**src/rtl/fruit_if.sv**
```systemverilog
// fruit_if: game-logic pulses, Pac-Man position and raster coordinates into the fruit controller, sprite controls out.
interface fruit_if;
  logic       frame_tick;
  logic       dot_eaten;
  logic       level_start;
  logic [9:0] pac_x;
  logic [9:0] pac_y;
  logic [9:0] DrawX;
  logic [9:0] DrawY;
  logic [7:0] rom_address;
  logic       sprite_en;
  logic       fruit_active;
  logic       score_show;
  logic       fruit_eaten;
  modport master (
    output frame_tick, dot_eaten, level_start, pac_x, pac_y, DrawX, DrawY,
    input  rom_address, sprite_en, fruit_active, score_show, fruit_eaten
  );
  modport slave (
    input  frame_tick, dot_eaten, level_start, pac_x, pac_y, DrawX, DrawY,
    output rom_address, sprite_en, fruit_active, score_show, fruit_eaten
  );
endinterface

```
**src/rtl/fruit_controller.sv**
```systemverilog
// fruit_controller: bonus-fruit spawn/show/score sequencer plus sprite ROM addressing and aligned draw enable.
module fruit_controller #(
  parameter logic [9:0] FRUIT_X      = 10'd304,
  parameter logic [9:0] FRUIT_Y      = 10'd272,
  parameter logic [7:0] SPAWN_DOTS1  = 8'd70,
  parameter logic [7:0] SPAWN_DOTS2  = 8'd170,
  parameter logic [9:0] SHOW_FRAMES  = 10'd540,
  parameter logic [9:0] SCORE_FRAMES = 10'd120
) (
  input logic   vga_clk,
  input logic   reset_n,
  fruit_if.slave bus
);
  typedef enum logic [1:0] {WAIT, SHOW, SCORE, DONE} state_t;
  state_t      state, state_n, after;
  logic [7:0]  dot_cnt, dot_cnt_n;
  logic [1:0]  spawns, spawns_n;
  logic [9:0]  frame_cnt, frame_cnt_n;
  logic        hit, eaten_n, in_box;
  logic        active, show, eaten, en1, en2;
  logic [10:0] dx, dy, ax, ay, px, py;
  // Signed offsets from the fruit centre, folded to magnitudes for an unsigned window test
  assign dx = {1'b0, bus.pac_x} - {1'b0, FRUIT_X} - 11'd8;
  assign dy = {1'b0, bus.pac_y} - {1'b0, FRUIT_Y} - 11'd8;
  assign ax = dx[10] ? -dx : dx;
  assign ay = dy[10] ? -dy : dy;
  assign hit = ax < 11'd8 && ay < 11'd8;
  // Left/above the box wraps to a large unsigned offset, so one compare per axis suffices
  assign px = {1'b0, bus.DrawX} - {1'b0, FRUIT_X};
  assign py = {1'b0, bus.DrawY} - {1'b0, FRUIT_Y};
  assign in_box = px < 11'd16 && py < 11'd16;
  assign bus.rom_address = in_box ? {py[3:0], px[3:0]} : 8'd0;
  assign after = spawns == 2'd2 ? DONE : WAIT;
  always_comb begin
    state_n = state;
    dot_cnt_n = bus.dot_eaten && dot_cnt != 8'hFF ? dot_cnt + 8'd1 : dot_cnt;
    spawns_n = spawns;
    frame_cnt_n = frame_cnt;
    eaten_n = 1'b0;
    case (state)
      WAIT:
        if ((spawns == 2'd0 && dot_cnt >= SPAWN_DOTS1) || (spawns == 2'd1 && dot_cnt >= SPAWN_DOTS2)) begin
          state_n = SHOW;
          frame_cnt_n = '0;
          spawns_n = spawns + 2'd1;
        end
      SHOW:
        if (bus.frame_tick) begin
          if (hit) begin
            state_n = SCORE;
            frame_cnt_n = '0;
            eaten_n = 1'b1;
          end else if (frame_cnt == SHOW_FRAMES - 10'd1) begin
            state_n = after;
            frame_cnt_n = '0;
          end else
            frame_cnt_n = frame_cnt + 10'd1;
        end
      SCORE:
        if (bus.frame_tick) begin
          if (frame_cnt == SCORE_FRAMES - 10'd1) begin
            state_n = after;
            frame_cnt_n = '0;
          end else
            frame_cnt_n = frame_cnt + 10'd1;
        end
      default: ;
    endcase
    if (bus.level_start) begin
      state_n = WAIT;
      dot_cnt_n = '0;
      spawns_n = '0;
      frame_cnt_n = '0;
      eaten_n = 1'b0;
    end
  end
  always_ff @(posedge vga_clk) begin
    if (!reset_n) begin
      state <= WAIT;
      dot_cnt <= '0;
      spawns <= '0;
      frame_cnt <= '0;
      active <= 1'b0;
      show <= 1'b0;
      eaten <= 1'b0;
      en1 <= 1'b0;
      en2 <= 1'b0;
    end else begin
      state <= state_n;
      dot_cnt <= dot_cnt_n;
      spawns <= spawns_n;
      frame_cnt <= frame_cnt_n;
      active <= state_n == SHOW;
      show <= state_n == SCORE;
      eaten <= eaten_n;
      en1 <= !bus.level_start && in_box && state == SHOW;
      en2 <= !bus.level_start && en1;
    end
  end
  assign bus.fruit_active = active;
  assign bus.score_show = show;
  assign bus.fruit_eaten = eaten;
  assign bus.sprite_en = en2;
endmodule

```
**src/flat_wrapper.sv**
```systemverilog
// flat-port wrapper written by rule: the top's interface ports become plain ports
module fruit_controller_flat 
#(
  parameter logic [9:0] FRUIT_X      = 10'd304,
  parameter logic [9:0] FRUIT_Y      = 10'd272,
  parameter logic [7:0] SPAWN_DOTS1  = 8'd70,
  parameter logic [7:0] SPAWN_DOTS2  = 8'd170,
  parameter logic [9:0] SHOW_FRAMES  = 10'd540,
  parameter logic [9:0] SCORE_FRAMES = 10'd120
)
  (vga_clk, reset_n, bus_frame_tick, bus_dot_eaten, bus_level_start, bus_pac_x, bus_pac_y, bus_DrawX, bus_DrawY, bus_rom_address, bus_sprite_en, bus_fruit_active, bus_score_show, bus_fruit_eaten);
  fruit_if bus_i ();
  input logic vga_clk;
  input logic reset_n;
  input wire logic [$bits(bus_i.frame_tick)-1:0] bus_frame_tick;
  input wire logic [$bits(bus_i.dot_eaten)-1:0] bus_dot_eaten;
  input wire logic [$bits(bus_i.level_start)-1:0] bus_level_start;
  input wire logic [$bits(bus_i.pac_x)-1:0] bus_pac_x;
  input wire logic [$bits(bus_i.pac_y)-1:0] bus_pac_y;
  input wire logic [$bits(bus_i.DrawX)-1:0] bus_DrawX;
  input wire logic [$bits(bus_i.DrawY)-1:0] bus_DrawY;
  output wire logic [$bits(bus_i.rom_address)-1:0] bus_rom_address;
  output wire logic [$bits(bus_i.sprite_en)-1:0] bus_sprite_en;
  output wire logic [$bits(bus_i.fruit_active)-1:0] bus_fruit_active;
  output wire logic [$bits(bus_i.score_show)-1:0] bus_score_show;
  output wire logic [$bits(bus_i.fruit_eaten)-1:0] bus_fruit_eaten;
  assign bus_i.frame_tick = bus_frame_tick;
  assign bus_i.dot_eaten = bus_dot_eaten;
  assign bus_i.level_start = bus_level_start;
  assign bus_i.pac_x = bus_pac_x;
  assign bus_i.pac_y = bus_pac_y;
  assign bus_i.DrawX = bus_DrawX;
  assign bus_i.DrawY = bus_DrawY;
  assign bus_rom_address = bus_i.rom_address;
  assign bus_sprite_en = bus_i.sprite_en;
  assign bus_fruit_active = bus_i.fruit_active;
  assign bus_score_show = bus_i.score_show;
  assign bus_fruit_eaten = bus_i.fruit_eaten;
  fruit_controller #(.FRUIT_X(FRUIT_X), .FRUIT_Y(FRUIT_Y), .SPAWN_DOTS1(SPAWN_DOTS1), .SPAWN_DOTS2(SPAWN_DOTS2), .SHOW_FRAMES(SHOW_FRAMES), .SCORE_FRAMES(SCORE_FRAMES)) u_core (.vga_clk(vga_clk), .reset_n(reset_n), .bus(bus_i));
endmodule
```
**config.mk**
```make
export PLATFORM = sky130hd
export DESIGN_NAME = fruit_controller_flat
export DESIGN_NICKNAME = d
export VERILOG_FILES = /design/src/rtl/fruit_if.sv /design/src/rtl/fruit_controller.sv /design/src/flat_wrapper.sv
export SDC_FILE = /design/constraint.sdc
export NUM_CORES = 1
export LEC_CHECK = 0
export BUFFER_PORTS_ARGS = -buffer_cell sky130_fd_sc_hd__buf_2
export CELL_PAD_IN_SITES_DETAIL_PLACEMENT = 0
export CELL_PAD_IN_SITES_GLOBAL_PLACEMENT = 1
export CORE_MARGIN = 10
export CORE_UTILIZATION = 28
export DETAILED_ROUTE_END_ITERATION = 16
export PLACE_DENSITY_LB_ADDON = 0.12
export SKIP_CTS_REPAIR_TIMING = 1
export SLEW_MARGIN = 30
export SYNTH_ARGS = -nofsm -noshare
export SYNTH_HDL_FRONTEND = slang
export SYNTH_SLANG_ARGS = --single-unit
```
**constraint.sdc**
```tcl
create_clock -name vga_clk -period 4.5 [get_ports vga_clk]
set_input_delay 0.675 -clock vga_clk [delete_from_list [all_inputs] [get_ports vga_clk]]
set_output_delay 0.675 -clock vga_clk [all_outputs]
set_load 0.02 [all_outputs]
```
# Yosys cells after proc, flatten, opt, wreduce, memory -nomap -nowiden
# Cells that the tools add are included.
# classes
shift,0
mul,0
n_reduce_logical,17
n_eq_ne,12
muxes,20
bitwise,3
n_addsub,11
n_lt_le_gt_ge,6
div,0
# ops
cell,n
two-way mux 10 bit,6
"subtractor 10 x 9 -> 11 bit, second input constant",4
case mux 10 bit (3 select lines),1
"less-than comparator 11 x 4 -> 1 bit, second input constant",2
"less-than comparator 11 x 5 -> 1 bit, second input constant",2
two-way mux 11 bit,2
negator 11 bit,2
"subtractor 11 x 4 -> 11 bit, second input constant",2
two-way mux 2 bit,8
"adder 10 x 1 -> 10 bit, second input constant",1
"equality test 10 bit, second input constant",1
"equality test 10 x 7 -> 1 bit, second input constant",1
"adder 8 x 1 -> 8 bit, second input constant",1
"greater-or-equal comparator 8 x 7 -> 1 bit, second input constant",1
"greater-or-equal comparator 8 bit, second input constant",1
logical AND 1 bit,8
two-way mux 8 bit,1
"!= test 8 bit, second input constant",1
"equality test 2 x 1 -> 1 bit, second input constant",3
"equality test 2 bit, second input constant",3
case mux 2 bit (3 select lines),1
zero test 2 bit,2
"!= test 2 bit, second input constant",2
AND reduction 4 bit,1
10 further kinds,12
# word_totals
latch_bits,0
out_inout_bits,12
ff_bits,27
n_memories,0
ramBits,0
input_bits,45
mem_bits_ro,0

# Longest topological paths before layout
# Gate-level depths: netlist of run 1.
# logic_depth
depth_word,11
depth_mapped,10

# Least setup slack after synthesis of run 1
# No wires, ideal clock.
# synth_timing
kind,input to output
start,in bus_DrawX[4]
end,out bus_rom_address[0]
setup_slack_ns,1.618
stages,5
arrival_ns,2.207
cell_sequence,ha_1 > nor4b_1 > nand3_1 > nor4_1 > and2_1
# synth_between
elab_chain_len,4
# synth_rtl
item,line,source
"start, declared",flat_wrapper.sv:20,input wire logic [$bits(bus_i.DrawX)-1:0] bus_DrawX;
subtractor 10 x 9 -> 11 bit,fruit_controller.sv:29,"assign px = {1'b0, bus.DrawX} - {1'b0, FRUIT_X};"
less-than comparator 11 x 5 -> 1 bit,fruit_controller.sv:31,assign in_box = px < 11'd16 && py < 11'd16;
logical AND 1 bit,fruit_controller.sv:31,
two-way mux 8 bit,fruit_controller.sv:32,"assign bus.rom_address = in_box ? {py[3:0], px[3:0]} : 8'd0;"
"end, declared",flat_wrapper.sv:22,output wire logic [$bits(bus_i.rom_address)-1:0] bus_rom_address;
# Every way passes these cells.

# Final worst setup path of run 1
# layout_timing
start,in bus_DrawX[4]
end,out bus_rom_address[2]
# Same word-level chain as after synthesis.

==> out/summary.md, run 1 <==
The flow ran to the end, and the final reports show no timing, DRC or antenna violations. The part of the cycle the worst path needs came out at 68.9%. The worst hold path belongs to the class flip-flop to flip-flop. The launching element type of the critical path was an input port.

Headroom to the max-slew limit came out at 40.9%. The share of total power dissipated in sequential elements is 49.7%. The clock transition at the registers of the reported paths is 0.09 ns.

For this run, design rule violations remaining after detail routing come to 0. The average vias per placed instance came out at 5.08. In the synthesized netlist the dominant register cell turns out to be dfxtp_1. The tools report the H-tree depth as 1. Setup slack on the worst reg-to-reg path comes out at 1.88 ns. At the pin with the least slew margin, the transition time is 0.886 ns. The critical path in this run is classified as input port to primary output. At the placement stage, the worst setup path has a slack of 1.10 ns. The initial utilization of the core area, before any placement, comes to 28.4%. The run gives 2450 µm² as the mapped cell area. The number of synthesized register bits was 27. The count of nets left with antenna violations once routing finished came out at 0. The initial antenna violation count was 0. For this run, the top clock speed supported by timing is 0.322 GHz. The clock network power share was 28.0%.

During placement, the flow inserted port buffers numbering 56. The number of nets in the synthesized netlist was 373; the clock skew was 0.00410 ns. Leaving out fill and tap cells, the most frequent cell in the layout is buf_2. Setup violations remaining at the end of the flow were counted as 0. Number of detailed-route iterations in the first pass: 4. VDD sags by at most 0.0000828 V.

The die covers 12900 µm². The power share of the combinational group is 22.4%. Startpoint of the lowest-slack hold path: u_core.en1.

The number of ports placed on the die boundary came out at 57. In this run the power density over the cells is 171 nW/µm². After legalization and detailed placement, the total HPWL measured 5.27 mm. The height of the chip came out at 114 µm. The number of warnings printed during yosys synthesis is 0, and the routability-driven placement congestion ratio is 0.725. In this run the static leakage power is 1.10 nW. Setup repair after global routing left no endpoint under its margin.

Wires add up to 6.54 mm. The DRC marker count from the first detailed-route iteration was 97; the number of fillers in the final layout was 954. From left edge to right edge, the die measures 114 µm.

TritonCTS built the clock tree. Of all nets on the critical path, the largest fanout is 9. The final layout net count is 420. The run gives 34 as the row count.

The number of global-route vias before repair is 2386, and the total of max-cap violations is 0. The area growth from synthesis to layout is 15.7%. The number of synthesized flops with an enable pin was 0; the worst hold margin was 0.430 ns. The internal cell power is 0.000349 W, and the cell depth of the worst min-delay path is 1. The hold violation total from the final report was 0. The run gives 0 ns as the setup TNS. The post-synthesis average cell area was 7.81 µm². The critical path data required time came out at 3.83 ns. In this run the critical register-to-register path is launched from u_core.frame_cnt[0]. In this run the standard cell core region covers 8640 µm². The share of post-route cells with drive strength above 1 is 20.3%. For this run, the total global-route usage over all layers was measured as 9.85%.

The async set-reset flop share out of synthesis works out to 0%. After technology mapping, the gate count stands at 314. The run gives 22.1% as the portion of the post-synthesis area used by sequential elements.

The endpoint of the worst-slack reg-to-reg timing path was u_core.bus.score_show. The wire length of the first global-routing pass was 11.1 mm. The setup slack after layout was 1.40 ns; the number of distinct library cells after synthesis was 65. The clock tree root buffer cell is clkbuf_8.

Entering global routing, the biggest net connects 22 pins. The detail-routed net length per standard cell came out at 14.0 µm. Total power after layout: 0.000485 W. For the finished layout, the period the worst path requires is 3.10 ns. Of the total power, the share spent switching nets is 27.9%.

The worst setup path is captured at a primary output. In the final layout, the multi-input gates occupy 1790 µm². The clock latency on the worst-skew pair was 0.27 ns; the net switching power figure was 0.000135 W.

The tools report the count of inserted antenna diode cells as 0. The path depth of the worst reg2reg path was 9; the sum of overflow across all layers after global routing was 0. For this design, the sink count on the clock tree is 27.

Largest buffer count on any clock path: 2. The logs give 0 for the number of slew-limit violations in the final report and 541 µm² for the area taken by flip-flops and latches. Leaving out fill and tap cells, the most frequent cells in the layout are 56 x buf_2, 30 x nor2_1, 27 x dfxtp_1, 20 x nand2_1, 15 x nor3_1.

Endpoint with the worst hold slack: u_core.bus.sprite_en. The data arrival time at the worst-slack endpoint was 2.43 ns; the total number of vias was 2376. The number of clock buffers added by TritonCTS is 3.
## metal layers
metal  global-route usage (%)  vias up  wire [µm]
li1                         -     1259          -
met1                     11.9     1091       2960
met2                     18.0       24       3420
met3                     1.10        2        111
met4                     2.28        0         47
met5                        0        -          0
## per-stage QoR
| step | utilization [%] | cell area, µm² | instances |
|---|---|---|---|
| global route | 32.8 | 2840 | 468 |
| detailed placement | 32.3 | 2790 | 464 |
| global placement | 32.3 | 2790 | 464 |
| CTS | 32.8 | 2830 | 468 |
| floorplan | - | 2450 | 314 |
| finish | 32.8 | 2840 | 468 |
## critical path, cell delays in order
cell	delay, ns
buf_2	0.11
ha_1	0.28
nor4b_1	0.30
nand3_1	0.13
nor4_2	0.57
and2_1	0.21
buf_2	0.16
## synth_stat cells (2+ instances only)
cell type | n | share of area [%]
nor2_1 | 30 | 4.6
dfxtp_1 | 27 | 22
nand2_1 | 20 | 3.1
nor3_1 | 15 | 3.1
a21oi_1 | 14 | 2.9
ha_1 | 14 | 7.1
nand3_1 | 14 | 2.9
inv_1 | 12 | 1.8
xnor2_1 | 12 | 4.3
and2_1 | 11 | 2.8
xor2_1 | 10 | 3.6
and3_1 | 9 | 2.3
nand4_1 | 9 | 2.3
a31oi_1 | 7 | 1.8
nor4_1 | 7 | 1.8
o21ai_0 | 7 | 1.4
buf_2 | 5 | 1.0
clkbuf_1 | 5 | 0.77
nor2b_1 | 5 | 1.3
o211ai_1 | 5 | 1.5
and4_1 | 4 | 1.4
nand2b_1 | 4 | 1.0
or3_1 | 4 | 1.0
a211oi_1 | 3 | 0.92
a21boi_0 | 3 | 0.92
mux2i_1 | 3 | 1.2
nand3b_1 | 3 | 0.92
nor3b_1 | 3 | 0.92
nor4b_1 | 3 | 1.1
o22ai_1 | 3 | 0.77
a2111o_1 | 2 | 0.92
a211oi_2 | 2 | 1.0
and3b_1 | 2 | 0.71
buf_4 | 2 | 0.61
buf_6 | 2 | 0.92
mux2_2 | 2 | 0.92
nor4bb_1 | 2 | 0.82
o31ai_1 | 2 | 0.61
## power groups by stage
stage / sequential, W / clock [W] / combinational, W
floorplan: 0.000246 / 0 / 0.0000719
global route: 0.000241 / 0.000154 / 0.000123
global placement: 0.000246 / 0 / 0.000109
finish: 0.000241 / 0.000135 / 0.000108
CTS: 0.000241 / 0.000146 / 0.000109
detailed placement: 0.000246 / 0 / 0.000109
## how the worst max path moves through the flow
stage	start	end	slack, ns	cells after the start
after floorplan	bus_DrawX[4]	bus_rom_address[0]	1.62	5
after global placement	bus_DrawX[4]	bus_rom_address[0]	1.18	7
after detailed placement	bus_DrawX[4]	bus_rom_address[2]	1.10	7
after CTS	bus_DrawX[4]	bus_rom_address[2]	1.09	7
after global routing	bus_DrawX[4]	bus_rom_address[0]	1.22	7
final	bus_DrawX[4]	bus_rom_address[2]	1.40	7
## layout make-up
| cell class | count | share of cell area (%) |
|---|---|---|
| sequential | 27 | 19.1 |
| clock buffer | 4 | 1.59 |
| tap | 108 | 4.76 |
| timing repair buffer | 56 | 9.88 |
| inverter | 12 | 1.59 |
| multi-input combinational | 261 | 63.1 |
## state kept, by name, summed over array words and instances (netlist names)
signal                   flops
u_core.state                 2
u_core.bus.score_show        1
u_core.spawns                2
u_core.en1                   1
u_core.bus.fruit_active      1
u_core.dot_cnt               8
u_core.frame_cnt            10
u_core.bus.fruit_eaten       1
u_core.bus.sprite_en         1
## cells by family after synthesis
kind of cell | Yosys count | synth area share, %
compound gates | 66 | 19.6
xor+xnor | 22 | 7.86
fa+ha+maj | 14 | 7.15
buf+inv | 26 | 5.16
flops | 27 | 22.1
mux | 5 | 2.14
simple gates | 154 | 36.1
(Power assumes the default switching activity.)
==> run 2: changes to the inputs <==
- ABC_AREA: default -> 1
- clock period: 4.5 -> 2.9 ns (I/O delays scaled with it)
==> run 2 against run 1 <==
Utilization rose by 0.80 points. Synthesized area increased by 6.2%. Synthesized cell count grew 45%. Design area up 8.6%. Combinational power is 92% higher. Setup slack got worse by 0.96 ns. Total power rose by 67%. Via count rose by 21%. Sequential power rose by 55%. Wire length rose by 9.4%. Non-clock buffer count grew 1. Clock skew up 0.0012 ns.
==> out/summary.md, run 2 <==
The flow ran to the end, and the final reports show no timing, DRC or antenna violations. The tools report the hold violation total from the final report as 0 (unchanged). After synthesis, the largest family of logic cells by area is simple AND/OR/NAND/NOR gates.

For the starting density of the core, the log shows 28.4% (+0.052 points). Number of slew-limit violations in the final report: 0 (unchanged). Leaving out fill and tap cells, the most frequent cell in the layout is nand2_1. Number of distinct library cells after synthesis: 35 (-46%).

The cell taking the most area after synthesis is dfxtp_1. The final number of setup-violating endpoints was 0 (unchanged). The largest registers in the layout are u_core.frame_cnt: 10 flops, u_core.dot_cnt: 8 flops. The tools report the largest buffer count on any clock path as 2 (unchanged).

The detail-routed net length per standard cell was 11.4 µm (-18%). The final wirelength was 7.15 mm (+9.4%); the simple-gate portion of the synthesized area was 46.8% (+11 points). Proportion of synthesized area in mux cells: 0% (-2.1 points). Clock latency on the worst-skew pair: 0.28 ns (about the same).

The main flop type after synthesis is dfxtp_1. The number of flip-flops under the largest register name was 10 (unchanged). The register ranked first by flip-flop count was u_core.frame_cnt.

Async set-reset flop share out of synthesis: 0% (unchanged). The total DRC errors in the routed layout is 0 (unchanged), and the number of ports placed on the die boundary is 57 (unchanged). Overall die area: 13600 µm² (+5.1%). The worst setup path is of the input port to primary output kind. The final instance area was 3080 µm² (+8.6%).

The tools report the area of placed instances as 3030 µm² (+8.6%). The flop-to-flop setup slack was 0.83 ns (-1.05 ns); the number of detailed-route iterations in the first pass was 4 (unchanged). Ranked by instance count, the synthesized netlist is headed by 129 x nand2_1, 82 x inv_1, 60 x nor2_1. The clock transition at the registers of the reported paths was 0.10 ns (about the same); the horizontal die dimension was 116 µm (+2.5%). The count of port buffers added during placement works out to 56 (unchanged). The number of synthesized flops with an enable pin is 0 (unchanged), and the xor and xnor area share after synthesis is 1.01% (-6.9 points). After layout, the minimum clock period comes to 2.47 ns. Synthesized-area fraction occupied by ao, oa, aoi and oai cells: 12.5% (-7.0 points).

The detailed-placement wirelength estimate was 6.05 mm (+15%). The wire length of the first global-routing pass is 12.3 mm (+11%). The number of warnings printed during yosys synthesis came out at 0 (unchanged). The share of post-route cells with drive strength above 1 was 16.5% (-3.8 points); the initial antenna violation count was 0 (unchanged).

Arithmetic-cell share of the synthesized area counting full adders, half adders and majority gates: 6.73% (-0.42 points). For the H-tree depth, the log shows 1 (unchanged). The clock skew is 0.00532 ns (+0.00122 ns), and the number of global-route vias before repair is 2867 (+20%). The min-delay analysis places its worst path in the category input port to flip-flop. The run gives 57.4% (+16 points) as the relative slew slack. The cell leakage power is 1.61 nW (+46%).

The average vias per placed instance came out at 4.58 (-9.8%). met2 is the most crowded layer. The total of max-cap violations is 0 (unchanged), and the clock buffer count from CTS is 3 (unchanged). The critical path data required time was 2.47 ns (-1.36 ns); the height of the chip was 116 µm (+2.5%). The peak fanout along the critical path was 9 (unchanged).

Setup repair after global routing left no endpoint under its margin. The power density over cell area came out at 262 nW/µm² (+54%). The placeable core area is 9150 µm² (+6.0%). For the global-route usage over all layers, the log shows 10.7% (+0.84 points). The sum of overflow across all layers after global routing came out at 0 (unchanged). The DRC marker count from the first detailed-route iteration is 105 (+8.2%). The portion of the post-synthesis area used by sequential elements was 20.8% (-1.3 points). The setup TNS was 0 ns (unchanged). The number of synthesized register bits works out to 27 (unchanged). The met2 track demand over resource is 17.5% (-0.56 points), and the count of inserted antenna diode cells is 0 (unchanged). After synthesis, the cell types taking the most area are dfxtp_1 21%, nand2_1 19%, inv_1 12%, nor2_1 8.7%, nand3_1 8.1%. The run gives 456 (+45%) as the instance count of the mapped netlist. Maximum number of pins on one net before global-route repair: 18 (-18%).

For the number of nets in the synthesized netlist, the log shows 515 (+38%). By instance count, the leading cell after synthesis is nand2_1. The met3 capacity usage during global routing was 3.49% (+2.4 points).

The post-route antenna net violation count is 0 (unchanged). The post-synthesis average cell area came out at 5.71 µm² (-27%). STA classifies the critical path endpoint as a primary output. Timing would allow up to 0.406 GHz. The mapped cell area was 2600 µm² (+6.2%). The tools report the total number of vias as 2870 (+21%).

Clock tree synthesis selected as its root buffer the cell clkbuf_8. The row count is 35 (+2.9%). The worst supply voltage drop on vdd was 0.000144 V (+74%); the data arrival time at the worst-slack endpoint was 2.03 ns (-0.40 ns). The top cell types in the final layout, fill and taps aside, are 129 x nand2_1, 82 x inv_1, 60 x nor2_1, 56 x buf_2, 42 x nand3_1. Transition time at the pin with the least slew margin: 0.638 ns (-0.248 ns). The part of the cycle the worst path needs was 85.0%; the worst hold margin was 0.417 ns (-0.0138 ns). The run gives 13.7% (+1.8 points) as the global-route met1 utilization. The area growth from synthesis to layout came out at 18.3%. The final layout net count is 576 (+37%).

Routability-driven placement congestion ratio: 0.753 (+3.8%). Launching element type of the critical path: an input port. Top cell type's share of synthesized area: 20.8% (-1.3 points). TritonCTS built the clock tree. The run gives 27 (unchanged) as the CTS sink count.
[run 2: cell count changes after synthesis, sizes merged, moves of 8 or more]
cell and change:
o21ai +12, inv +71, and2 -11, xor2 -8, and3 -8, nand2 +120
buf -9, nor2 +33, a21oi +9, nand3 +29, xnor2 -11, nor3 -9
[run 2: metrics by stage]
| stage | instances | total power, W | setup WS, ns | util (%) |
|---|---|---|---|---|
| after floorplan | 456 | 0.000514 | 0.646 | - |
| after global placement | 623 | 0.000590 | 0.397 | 33.1 |
| after detailed placement | 623 | 0.000590 | 0.381 | 33.1 |
| after CTS | 627 | 0.000820 | 0.359 | 33.6 |
| after global routing | 627 | 0.000864 | 0.232 | 33.6 |
| final | 627 | 0.000808 | 0.434 | 33.6 |
[run 2: logic make-up (layout without fill, tap and decap cells)]
kind of cell / after synthesis / in the layout
AO/OA/AOI/OAI: 53 / 53
XOR/XNOR: 3 / 3
adder cells (fa/ha/maj): 14 / 14
buffers and inverters: 84 / 144
flip-flops: 27 / 27
AND/OR/NAND/NOR: 275 / 275
[run 2: layout make-up]
type,instances,area (µm²)
inverters,83,312
repair buffers,57,288
multi-input cells,345,1750
fillers,1063,6070
clock inverters,1,5.00
clock buffers,3,41.3
well taps,111,139
flip-flops and latches,27,541
[run 2: power breakdown]
part           internal (W)  switching (W)  leakage (nW)
Combinational     0.0000781       0.000129          1.37
Clock             0.0000967       0.000131        0.0255
Sequential         0.000372     0.00000111         0.218
[run 2: routing by layer]
metal | vias up | part of all wire (%)
met4 | 0 | 0.53
met2 | 52 | 43
met5 | - | 0
met1 | 1242 | 50
met3 | 4 | 6.5
li1 | 1572 | -
[run 2: worst paths after layout]
check	to	start	cells after the start
setup / recovery	bus_rom_address[0]	bus_DrawX[4]	8
hold / removal	u_core.bus.sprite_en	reset_n	3
setup reg to reg	u_core.frame_cnt[8]	u_core.spawns[0]	12
hold reg to reg	u_core.bus.sprite_en	u_core.en1	2
[run 2: critical path, stage by stage]
cell and delay (ns):
buf_2 0.11, ha_1 0.28, nor4_1 0.25, nand4_1 0.11
a211oi_1 0.24, o311ai_2 0.27, nor2_1 0.15, buf_2 0.18
